$ cat src/rtl/uniq_lru_pkg.sv
// Shared types, defaults and helpers for the uniq_lru recent-unique-value tracker.
package uniq_lru_pkg;

  localparam int unsigned DefaultWidth = 8;
  localparam int unsigned DefaultDepth = 4;

  // Slot index for the default geometry
  typedef logic [$clog2(DefaultDepth)-1:0] slot_idx_t;

  // Bits needed to hold a count from 0 to depth inclusive
  function automatic int unsigned clog2_p1(input int unsigned depth);
    return $clog2(depth + 1);
  endfunction

endpackage

$ cat src/rtl/uniq_lru_match.sv
// DEPTH-way equality compare of a sample against the occupied slots, lowest index wins.
module uniq_lru_match
  import uniq_lru_pkg::*;
#(
  parameter int unsigned WIDTH = DefaultWidth,
  parameter int unsigned DEPTH = DefaultDepth
) (
  input  logic [WIDTH-1:0]         data_i,
  input  logic [DEPTH*WIDTH-1:0]   slots_i,
  input  logic [DEPTH-1:0]         valid_i,
  output logic                     match_o,
  output logic [$clog2(DEPTH)-1:0] idx_o
);

  localparam int unsigned IdxW = $clog2(DEPTH);

  // Scan from the top so the lowest matching index is the one left standing
  always_comb begin
    match_o = 1'b0;
    idx_o   = '0;
    for (int k = DEPTH - 1; k >= 0; k--) begin
      if (valid_i[k] && (slots_i[k*WIDTH +: WIDTH] == data_i)) begin
        match_o = 1'b1;
        idx_o   = IdxW'(k);
      end
    end
  end

endmodule

$ cat src/rtl/uniq_lru.sv
// Recent-unique-value tracker: DEPTH distinct values in move-to-front order, slot 0 newest.
// Optional hit/miss statistics counters are built when UNIQ_LRU_STATS_EN is defined.
module uniq_lru
  import uniq_lru_pkg::*;
#(
  parameter int unsigned WIDTH = DefaultWidth,
  parameter int unsigned DEPTH = DefaultDepth,
  parameter int unsigned CNT_W = 16
) (
  input  logic                          clk_in,
  input  logic                          rst_in,
  input  logic [WIDTH-1:0]              data_in,
  input  logic                          data_valid_in,
  input  logic                          clear_in,
  output logic [DEPTH*WIDTH-1:0]        data_out,
  output logic [DEPTH-1:0]              data_out_valid,
  output logic [clog2_p1(DEPTH)-1:0]    count_out,
`ifdef UNIQ_LRU_STATS_EN
  output logic [CNT_W-1:0]              hit_cnt_out,
  output logic [CNT_W-1:0]              miss_cnt_out,
`endif
  output logic                          hit_out,
  output logic [$clog2(DEPTH)-1:0]      hit_idx_out,
  output logic                          evict_valid_out,
  output logic [WIDTH-1:0]              evict_out
);

  localparam int unsigned CntW = clog2_p1(DEPTH);
  localparam int unsigned IdxW = $clog2(DEPTH);
  localparam logic [CntW-1:0] FullCount = CntW'(DEPTH);

  if (DEPTH < 2 || CNT_W < 1) begin : g_bad_params
    $error("uniq_lru: DEPTH must be >= 2 and CNT_W >= 1");
  end

  logic [DEPTH*WIDTH-1:0] slot_q, slot_d;
  logic [DEPTH-1:0]       valid_q, valid_d;
  logic [CntW-1:0]        count_q, count_d;
  logic                   hit_q, hit_d;
  logic [IdxW-1:0]        hit_idx_q, hit_idx_d;
  logic                   evict_v_q, evict_v_d;
  logic [WIDTH-1:0]       evict_q, evict_d;

  logic                   match;
  logic [IdxW-1:0]        match_idx;
  logic                   accept;

  assign accept = data_valid_in && !clear_in;

  uniq_lru_match #(
    .WIDTH (WIDTH),
    .DEPTH (DEPTH)
  ) u_match (
    .data_i  (data_in),
    .slots_i (slot_q),
    .valid_i (valid_q),
    .match_o (match),
    .idx_o   (match_idx)
  );

  // Next-state for slots, occupancy and the one-cycle hit/evict pulses
  always_comb begin
    slot_d    = slot_q;
    valid_d   = valid_q;
    count_d   = count_q;
    hit_d     = 1'b0;
    hit_idx_d = '0;
    evict_v_d = 1'b0;
    evict_d   = '0;
    if (clear_in) begin
      slot_d  = '0;
      valid_d = '0;
      count_d = '0;
    end else if (data_valid_in) begin
      if (match) begin
        // Close the gap at the hit slot; everything above it stays put
        for (int k = 1; k < DEPTH; k++) begin
          if (k <= int'(match_idx)) begin
            slot_d[k*WIDTH +: WIDTH] = slot_q[(k-1)*WIDTH +: WIDTH];
          end
        end
        slot_d[WIDTH-1:0] = data_in;
        hit_d             = 1'b1;
        hit_idx_d         = match_idx;
      end else begin
        slot_d  = {slot_q[(DEPTH-1)*WIDTH-1:0], data_in};
        valid_d = {valid_q[DEPTH-2:0], 1'b1};
        if (count_q == FullCount) begin
          evict_v_d = 1'b1;
          evict_d   = slot_q[(DEPTH-1)*WIDTH +: WIDTH];
        end else begin
          count_d = count_q + CntW'(1);
        end
      end
    end
  end

  // Main state and output registers
  always_ff @(posedge clk_in or posedge rst_in) begin
    if (rst_in) begin
      slot_q    <= '0;
      valid_q   <= '0;
      count_q   <= '0;
      hit_q     <= 1'b0;
      hit_idx_q <= '0;
      evict_v_q <= 1'b0;
      evict_q   <= '0;
    end else begin
      slot_q    <= slot_d;
      valid_q   <= valid_d;
      count_q   <= count_d;
      hit_q     <= hit_d;
      hit_idx_q <= hit_idx_d;
      evict_v_q <= evict_v_d;
      evict_q   <= evict_d;
    end
  end

  assign data_out        = slot_q;
  assign data_out_valid  = valid_q;
  assign count_out       = count_q;
  assign hit_out         = hit_q;
  assign hit_idx_out     = hit_idx_q;
  assign evict_valid_out = evict_v_q;
  assign evict_out       = evict_q;

`ifdef UNIQ_LRU_STATS_EN
  logic [CNT_W-1:0] hit_cnt_q, hit_cnt_d, miss_cnt_q, miss_cnt_d;

  // Saturating hit/miss counters over accepted samples
  always_comb begin
    hit_cnt_d  = hit_cnt_q;
    miss_cnt_d = miss_cnt_q;
    if (clear_in) begin
      hit_cnt_d  = '0;
      miss_cnt_d = '0;
    end else if (accept && match) begin
      if (hit_cnt_q != '1) hit_cnt_d = hit_cnt_q + CNT_W'(1);
    end else if (accept) begin
      if (miss_cnt_q != '1) miss_cnt_d = miss_cnt_q + CNT_W'(1);
    end
  end

  // Counter registers
  always_ff @(posedge clk_in or posedge rst_in) begin
    if (rst_in) begin
      hit_cnt_q  <= '0;
      miss_cnt_q <= '0;
    end else begin
      hit_cnt_q  <= hit_cnt_d;
      miss_cnt_q <= miss_cnt_d;
    end
  end

  assign hit_cnt_out  = hit_cnt_q;
  assign miss_cnt_out = miss_cnt_q;
`else
  logic unused_accept;
  assign unused_accept = accept;
`endif

endmodule

$ cat config.mk
export PLATFORM = sky130hd
export DESIGN_NAME = uniq_lru
export DESIGN_NICKNAME = d
export VERILOG_FILES = /design/src/rtl/uniq_lru_pkg.sv /design/src/rtl/uniq_lru_match.sv /design/src/rtl/uniq_lru.sv
export SDC_FILE = /design/constraint.sdc
export NUM_CORES = 1
export LEC_CHECK = 0
export CAP_MARGIN = 30
export CORE_MARGIN = 2
export CORE_UTILIZATION = 30
export CTS_CLUSTER_DIAMETER = 100
export DETAILED_ROUTE_END_ITERATION = 6
export GPL_TIMING_DRIVEN = 0
export PLACE_DENSITY = 0.64
export SLEW_MARGIN = 20
export SYNTH_ARGS = -nofsm -noshare
export SYNTH_HDL_FRONTEND = slang
export SYNTH_HIERARCHICAL = 1
export SYNTH_SLANG_ARGS = --single-unit
$ cat constraint.sdc
create_clock -name clk_in -period 4.07 [get_ports clk_in]
set_input_delay 0.814 -clock clk_in [delete_from_list [all_inputs] [get_ports clk_in]]
set_output_delay 0.814 -clock clk_in [all_outputs]
set_load 0.01 [all_outputs]
## Word level (Yosys, flattened, before mapping)

Index checks and enable logic that the tools add are counted.

- Output and inout port bits: 51
- Logic and storage cells: 69
- Bits of input ports: 12
- Register bits: 51

- Mux-type cells: 35
- Add/sub/neg operators: 1
- Eq/ne operators: 10
- Magnitude comparators: 3
- Reductions and logical operators: 10

Operators with widths:

| kind | number |
|---|---|
| 2-to-1 mux 32 bit | 3 |
| 2-to-1 mux 8 bit | 7 |
| == test 8 bit | 4 |
| 2-to-1 mux 2 bit | 7 |
| 2-to-1 mux 3 bit | 4 |
| 2-to-1 mux 4 bit | 3 |
| 2-to-1 mux 1 bit | 11 |
| != test 3 x 2 -> 1 bit, second input constant | 3 |
| AND reduction 2 bit | 4 |
| less-or-equal comparator 2 bit, first input constant | 2 |
| logical AND 1 bit | 4 |
| != test 2 bit, second input constant | 2 |
| adder 3 x 1 -> 3 bit, second input constant | 1 |
| == test 3 bit, second input constant | 1 |
| AND reduction 3 bit | 1 |
| less-or-equal comparator 1 x 2 -> 1 bit, first input constant | 1 |
| nonzero test 2 bit | 1 |

## Longest topological paths before layout

Gate-level depths: netlist (run 1).

- Depth after elaboration: 11
- Gate-level depth with buffers: 10
- Gate-level depth less buffers: 8

## Hierarchy

Netlist (run 1), hierarchy kept.

By module, submodules not included:

| module | area an instance (um^2) | cells an instance | seq. area each (um^2) | times used |
|---|---|---|---|---|
| uniq_lru | 1999.4 | 154 | 1276.2 | 1 |
| uniq_lru_match | 505.5 | 63 | 0.0 | 1 |

## Worst setup path after synthesis (run 1)

OpenSTA, ideal clock, no wires.

- Kind: input port to flip-flop
- From: input port data_in[3]
- To: register slot_q[16], in the netlist data_out[16]
- Data required time: 3.945 ns
- Arrival: 2.462 ns
- Path slack: 1.483 ns
- Stages on the path: 8
- Path through: buf_2 xnor2_1 nand4_1 nor3_1 nor3_1 nand2b_1 a21oi_2 mux2_2

- Word-level cells in the longest chain between the ends: 9

Ends and longest elaborated chain:

| what | line | RTL |
|---|---|---|
| start, declared | uniq_lru.sv:12 | `input logic [WIDTH-1:0] data_in,` |
| == test 8 bit | uniq_lru_match.sv:22 | `if (valid_i[k] && (slots_i[k*WIDTH +: WIDTH] == data_i)) begin` |
| logical AND 1 bit | uniq_lru_match.sv:22 |  |
| 2-to-1 mux 2 bit (3 in series) | uniq_lru_match.sv:22 |  |
| 2-to-1 mux 2 bit * | uniq_lru_match.sv:22 |  |
| named net match_idx[1] | uniq_lru.sv:45 | `logic [IdxW-1:0] match_idx;` |
| less-or-equal comparator 2 bit * | uniq_lru.sv:78 | `if (k <= int'(match_idx)) begin` |
| != test 3 x 2 -> 1 bit (no source line) * | - |  |
| AND reduction 2 bit (no source line) * | - |  |
| end signal, assigned | uniq_lru.sv:109 | `slot_q <= slot_d;` |
| end, declared | uniq_lru.sv:36 | `logic [DEPTH*WIDTH-1:0] slot_q, slot_d;` |

The timed path passes the listed nets; every way through them passes the cells marked *. The select of a mux whose other input is x is not followed.
A chain may end at the register's enable or synchronous reset.

## Worst setup path after layout (run 1)

- From: input port data_in[4]
- To: register slot_q[18], in the netlist data_out[18]

- Word-level cells in the longest chain between the ends: 9

Ends and longest elaborated chain:

| what | line | RTL |
|---|---|---|
| == test 8 bit | uniq_lru_match.sv:22 |  |
| logical AND 1 bit | uniq_lru_match.sv:22 |  |
| 2-to-1 mux 1 bit (3 in series) | uniq_lru_match.sv:22 |  |
| 2-to-1 mux 1 bit * | uniq_lru_match.sv:22 |  |
| named net match | uniq_lru.sv:44 | `logic match;` |
| 2-to-1 mux 32 bit | uniq_lru.sv:75 | `if (match) begin` |
| 2-to-1 mux 32 bit | uniq_lru.sv:74 | `end else if (data_valid_in) begin` |
| 2-to-1 mux 32 bit | uniq_lru.sv:70 | `if (clear_in) begin` |

Marks and branches as above.

==> results of run 1 <==
==> per-layer routing <==
layer  routed length, um  global-route usage (%)  up-vias
met1                2602                   18.36      836
met3                 248                   2.846       11
li1                    -                       -      877
met2                2667                   21.60       44
met5                   0                       0        -
met4                 103                   3.810        0
==> final timing paths <==
kind / startpoint / end / slack, ps / depth (start not counted)
setup reg to reg: data_out[4] / data_out[18] / 1610 / 8
setup / recovery: data_in[4] / data_out[18] / 940 / 10
min in group asynchronous: rst_in / data_out_valid[2] / 880 / 2
hold / removal: data_out[31] / evict_out[7] / 570 / 1
hold reg to reg: data_out[31] / evict_out[7] / 570 / 1
max in group asynchronous: rst_in / data_out[24] / 2660 / 3
==> stage by stage <==
step                setup slack [ps]  std cells  hold slack (ps)
floorplan                       1483        217            568.5
global placement               619.6        383            558.2
detailed placement             637.4        384            561.9
CTS                            937.9        392            577.6
global route                   602.9        392            600.0
finish                         937.5        392            568.9
==> cell type report <==
cell class	count	area [um^2]
clock buffers	6	82.58
multi-input cells	150	1109
repair buffers	62	630.6
flip-flops and latches	51	1276
inverters	3	11.26
fillers	809	4750
plain buffers	13	108.9
well taps	105	131.4
clock inverters	2	35.03
==> worst reg2reg max path, cell delays in order (launching register included) <==
cell and delay (ps):
dfrtp_1 430, xnor2_1 210, nand3_1 100, nor3_1 370, nor2_1 70, nand2_1 220
nand2b_1 150, a21oi_2 400, mux2_2 390
==> cell families (layout without fill, tap and decap cells) <==
kind of cell | count (synthesis) | count (layout) | share of synthesized area, %
multiplexers | 16 | 16 | 6.793
XOR/XNOR | 32 | 32 | 12.39
AND/OR/NAND/NOR | 70 | 70 | 14.59
buffers and inverters | 16 | 86 | 4.795
adder cells (fa/ha/maj) | 2 | 2 | 0.9988
flip-flops | 51 | 51 | 50.95
AO/OA/AOI/OAI | 30 | 30 | 9.491
==> power groups by stage <==
stage / Sequential [uW] / Clock [uW] / Combinational, uW
after floorplan: 547 / 0 / 82.5
after global placement: 544 / 0 / 142
after detailed placement: 545 / 0 / 147
after CTS: 535 / 376 / 147
after global routing: 537 / 401 / 159
final: 534 / 368 / 144
==> registers in the layout (all words and copies together), names as in the netlist <==
name and count:
data_out 32, evict_out 8, data_out_valid 4, count_out 3
hit_idx_out 2, evict_valid_out 1, hit_out 1
==> cells in the final DEF (no fill, tap or decap), types with 3 or more instances in the layout <==
master / synthesis / final
clkdlybuf4s50_1: 0 / 61
a21oi_1: 8 / 8
mux2_2: 8 / 8
nand3_1: 6 / 6
mux2i_1: 8 / 8
nor3_1: 6 / 6
buf_6: 7 / 7
nand4_1: 4 / 4
dfrtp_1: 51 / 51
nand2b_1: 3 / 3
and2_1: 10 / 10
xnor2_2: 4 / 4
xnor2_1: 28 / 28
nand2_1: 13 / 13
nor2_1: 13 / 13
clkbuf_8: 0 / 6
nor2b_1: 10 / 10
buf_2: 3 / 3
a22o_1: 16 / 16
==> results.ini, run 1 <==
[status]
status=finished, final reports clean

[cts]
cts_resized=0
cts_hold_buf=0
ctsHtreeMaxLevel=2
cts_buffer_depth=2
numCtsBuffers=5
clk_pin_slew_ps=90
clock_sinks=51
cts_root_buf=clkbuf_8
cts_tree=done
postCtsSetupRepairBufs=0
clock_latency_ps=310

[worst_setup_path]
worstPathArrival_ps=3320
worstPathMaxFanout=8
cpPeakStageDelay_ps=450
path_buf_inv=2
worstSetupPathType=primary input to flip-flop
crit_slowest_cell=clkdlybuf4s50_1
worst_setup_path_start_kind=primary input
path_cells=clkdlybuf4s50_1, buf_6, xnor2_1, nand3_1, nor3_1, nor2_1, nand2_1, nand2b_1, a21oi_2, mux2_2
end_kind=flip-flop
crit_family=simple AND/OR/NAND/NOR gates
cp_data_required_time_ps=4260

[yosys]
synth.area.top_cells=dfrtp_1 51%, xnor2_1 9.8%, a22o_1 5.6%, mux2_2 3.6%, mux2i_1 3.2%
avgSynthCellArea_um2=11.54
synth_common_cells=51 x dfrtp_1, 28 x xnor2_1, 16 x a22o_1
syn-num-nets=231
synth_top_area_share_pct=50.95
yosysMostFrequentCell=dfrtp_1
synthCells=217
synth-edff-count=0
seq_area_frac_synth_pct=50.95
synthArstFlopShare_pct=100.0
mappedNetlistArea_um2=2505
synth_ff_type=dfrtp_1
ys_seq_elements=51
yosysUniqueCellTypes=31
synth_top_area_cell=dfrtp_1
yosysWarnings=6

[place]
numPortBuffers=61
dpl-instance-area_um2=3267
gp_congestion=0.7411
post-dp-hpwl_um=4465

[power]
switching_power_uw=252.5
power_frac_clock_pct=35.1
seq_power_share_pct=51.0
cellPowerDensity_nw_per_um2=309.2
ir_drop_uv=131.1
swShare_pct=24.13
power.total_uw=1046
internal_power_uw=793.9
p_leak_uw=0.001431
combPwrFrac_pct=13.8

[drt]
post_drt_wl_per_cell_um=14.34
wirelength_um=5621
dr_total_vias=1768
dr.pass1.iters=4
drc_errors=0
post_drt_via_cell_ratio=4.510
first_iter_violations=81
ant_nets=0

[timing]
fin_skew_ps=13.53
tns_ps=0
tightest_slew_ps=635.8
finalHoldViolCount=0
fin_crit_ps=3133
fin_crit_sh_pct=76.97
slew_viol_final=0
setup_viol=0
max_slew_margin_pct=57.33
fmax_mhz=319.2
grt_setup_unrepaired=false

[global_routing]
antenna_found_initial=0
grt_pass1_wl_um=9349
track_usage_pct=13.43
grt_max_degree=28
grt_overflow_total=0
grt_pass1_vias=1853

[finish]
layout-drive-gt1-share_pct=12.54
finalInstanceArea_um2=3385
post-route-util_pct=41.61
nNetsFinal=300
areaGrowthSynthToFinish_pct=35.12
antennaDiodeCount=0

[run]
drv_cap=0

[die]
die_x_um=95.38
die_area_um2=9096
die_h_um=95.38
placementRows=33
start_util_pct=30.80
pin_count=63
design.core.area_um2=8134

[min_path]
min_path_type=flip-flop to flip-flop

No activity file was read; power rests on OpenSTA's default activity.
==> inputs of run 2 (changes only) <==
PLACE_DENSITY = 0.66   (was 0.64)
clock period = 2.7 ns   (was 4.07 ns; I/O delays follow)
==> results.ini, run 2 (synthesized netlist as in run 1, its figures left out) <==
[place]
gp_congestion=0.7521
numPortBuffers=61
dp_slack_ps=-499.9
post-dp-hpwl_um=4404

[power]
swShare_pct=24.79
cellPowerDensity_nw_per_um2=433.8
combPwrFrac_pct=15.1
power.total_uw=1509
power_frac_clock_pct=31.5
ir_drop_uv=176.6
p_leak_uw=0.001477
switching_power_uw=374.2
internal_power_uw=1135
seq_power_share_pct=53.4

[global_routing]
grt_pass1_wl_um=9211
grt_overflow_total=0
grt_max_degree=28
track_usage_pct=13.38
grt_pass1_vias=1793
antenna_found_initial=0

[cts]
ctsHtreeMaxLevel=2
cts_buffer_depth=2
clock_latency_ps=300
cts_tree=done
cts_root_buf=clkbuf_8
clk_pin_slew_ps=80
clock_sinks=51
numCtsBuffers=5

[worst_setup_path]
worstPathMaxFanout=9
cp-startpoint=data_in[3]
cpPeakStageDelay_ps=490
worstPathArrival_ps=2900
reg2reg_depth=10
worstSetupPathType=primary input to flip-flop
cp_data_required_time_ps=2940
path_cells=clkdlybuf4s50_1, clkbuf_4, xnor2_1, nand4_1, nor3_4, nor2_1, nand2_2, nor2b_1, buf_2, a311oi_4, buf_6, a22o_1
end_kind=flip-flop
crit_slowest_cell=clkdlybuf4s50_1
worst_setup_path_start_kind=primary input
reg2reg_from=data_out[12]

[die]
die_x_um=95.38
start_util_pct=30.80
placementRows=33
design.core.area_um2=8134
die_h_um=95.38
die_area_um2=9096
pin_count=63

[drt]
post_drt_wl_per_cell_um=14.45
wirelength_um=5722
ant_nets=0
dr.pass1.iters=4
first_iter_violations=82
dr_total_vias=1804
drc_errors=0
post_drt_via_cell_ratio=4.556

[timing]
fin_crit_ps=2661
max_slew_margin_pct=61.29
setup_viol=0
fmax_mhz=375.7
fin_ws_ps=38.54
tightest_slew_ps=579.8
finalHoldViolCount=0
fin_crit_sh_pct=98.57
slew_viol_final=0
fin_skew_ps=11.28
tns_ps=0

[status]
status=finished, final reports clean

[finish]
nNetsFinal=304
areaGrowthSynthToFinish_pct=38.91
layout-drive-gt1-share_pct=16.49
final_common_cell=clkdlybuf4s50_1
fill_cells=779
final_cell_mix=61 x clkdlybuf4s50_1, 51 x dfrtp_1, 27 x xnor2_1
antennaDiodeCount=0
largest_register_ffs=32

[min_path]
hold_start=data_out[30]
min_path_type=flip-flop to flip-flop
worstHoldPathCells=1

[run]
drv_cap=0

run 2: power groups by stage:
stage,logic [uW],clock network (uW),registers (uW)
final,228,476,805
after global routing,250,522,810
after CTS,225,484,806
after detailed placement,221,0,821
after global placement,214,0,820
after floorplan,124,0,825
run 2: layer usage:
metal	global-route usage, %	wire [um]	up-vias
li1	-	-	893
met1	18.45	2608	852
met2	21.19	2736	53
met3	2.688	297	6
met4	4.286	80	0
met5	0	0	-
run 2: through the flow:
stage	cell area (um^2)	std cells	hold WS [ps]	utilization, %
global route	3480	396	603.0	42.78
global placement	3247	383	554.3	39.92
floorplan	2505	217	568.5	-
CTS	3400	392	576.5	41.79
finish	3480	396	565.8	42.78
detailed placement	3267	384	558.0	40.16
run 2: what timing repair did:
item	CTS	global route
setup endpoints to repair	24	24
setup buffers	0	4
resized for setup	7	10
hold buffers	0	0
pin swaps	2	7
cloned	0	0
run 2: cell type report:
class                   instances  area, um^2  area share [%]
plain buffers                  13       111.4           3.200
clock buffers                   8       100.1           2.877
inverters                       3       11.26          0.3236
multi-input cells             150        1185           34.05
flip-flops and latches         51        1276           36.68
well taps                     105       131.4           3.776
repair buffers                 66       664.4           19.09
run 2: critical path, delay by kind of cell:
family                 cells  cell delay (ps)
AO/OA/AOI/OAI              2              410
XOR/XNOR                   1              120
buffers and inverters      4             1030
AND/OR/NAND/NOR            5              780
run 2: worst paths after layout:
path / to / slack (ps)
worst max-delay path: data_out[24] / 40
worst min-delay path: evict_out[6] / 570
worst max register to register: data_out[24] / 480
worst min register to register: evict_out[6] / 570
max in group asynchronous: data_out[0] / 1560
min in group asynchronous: data_out[19] / 620
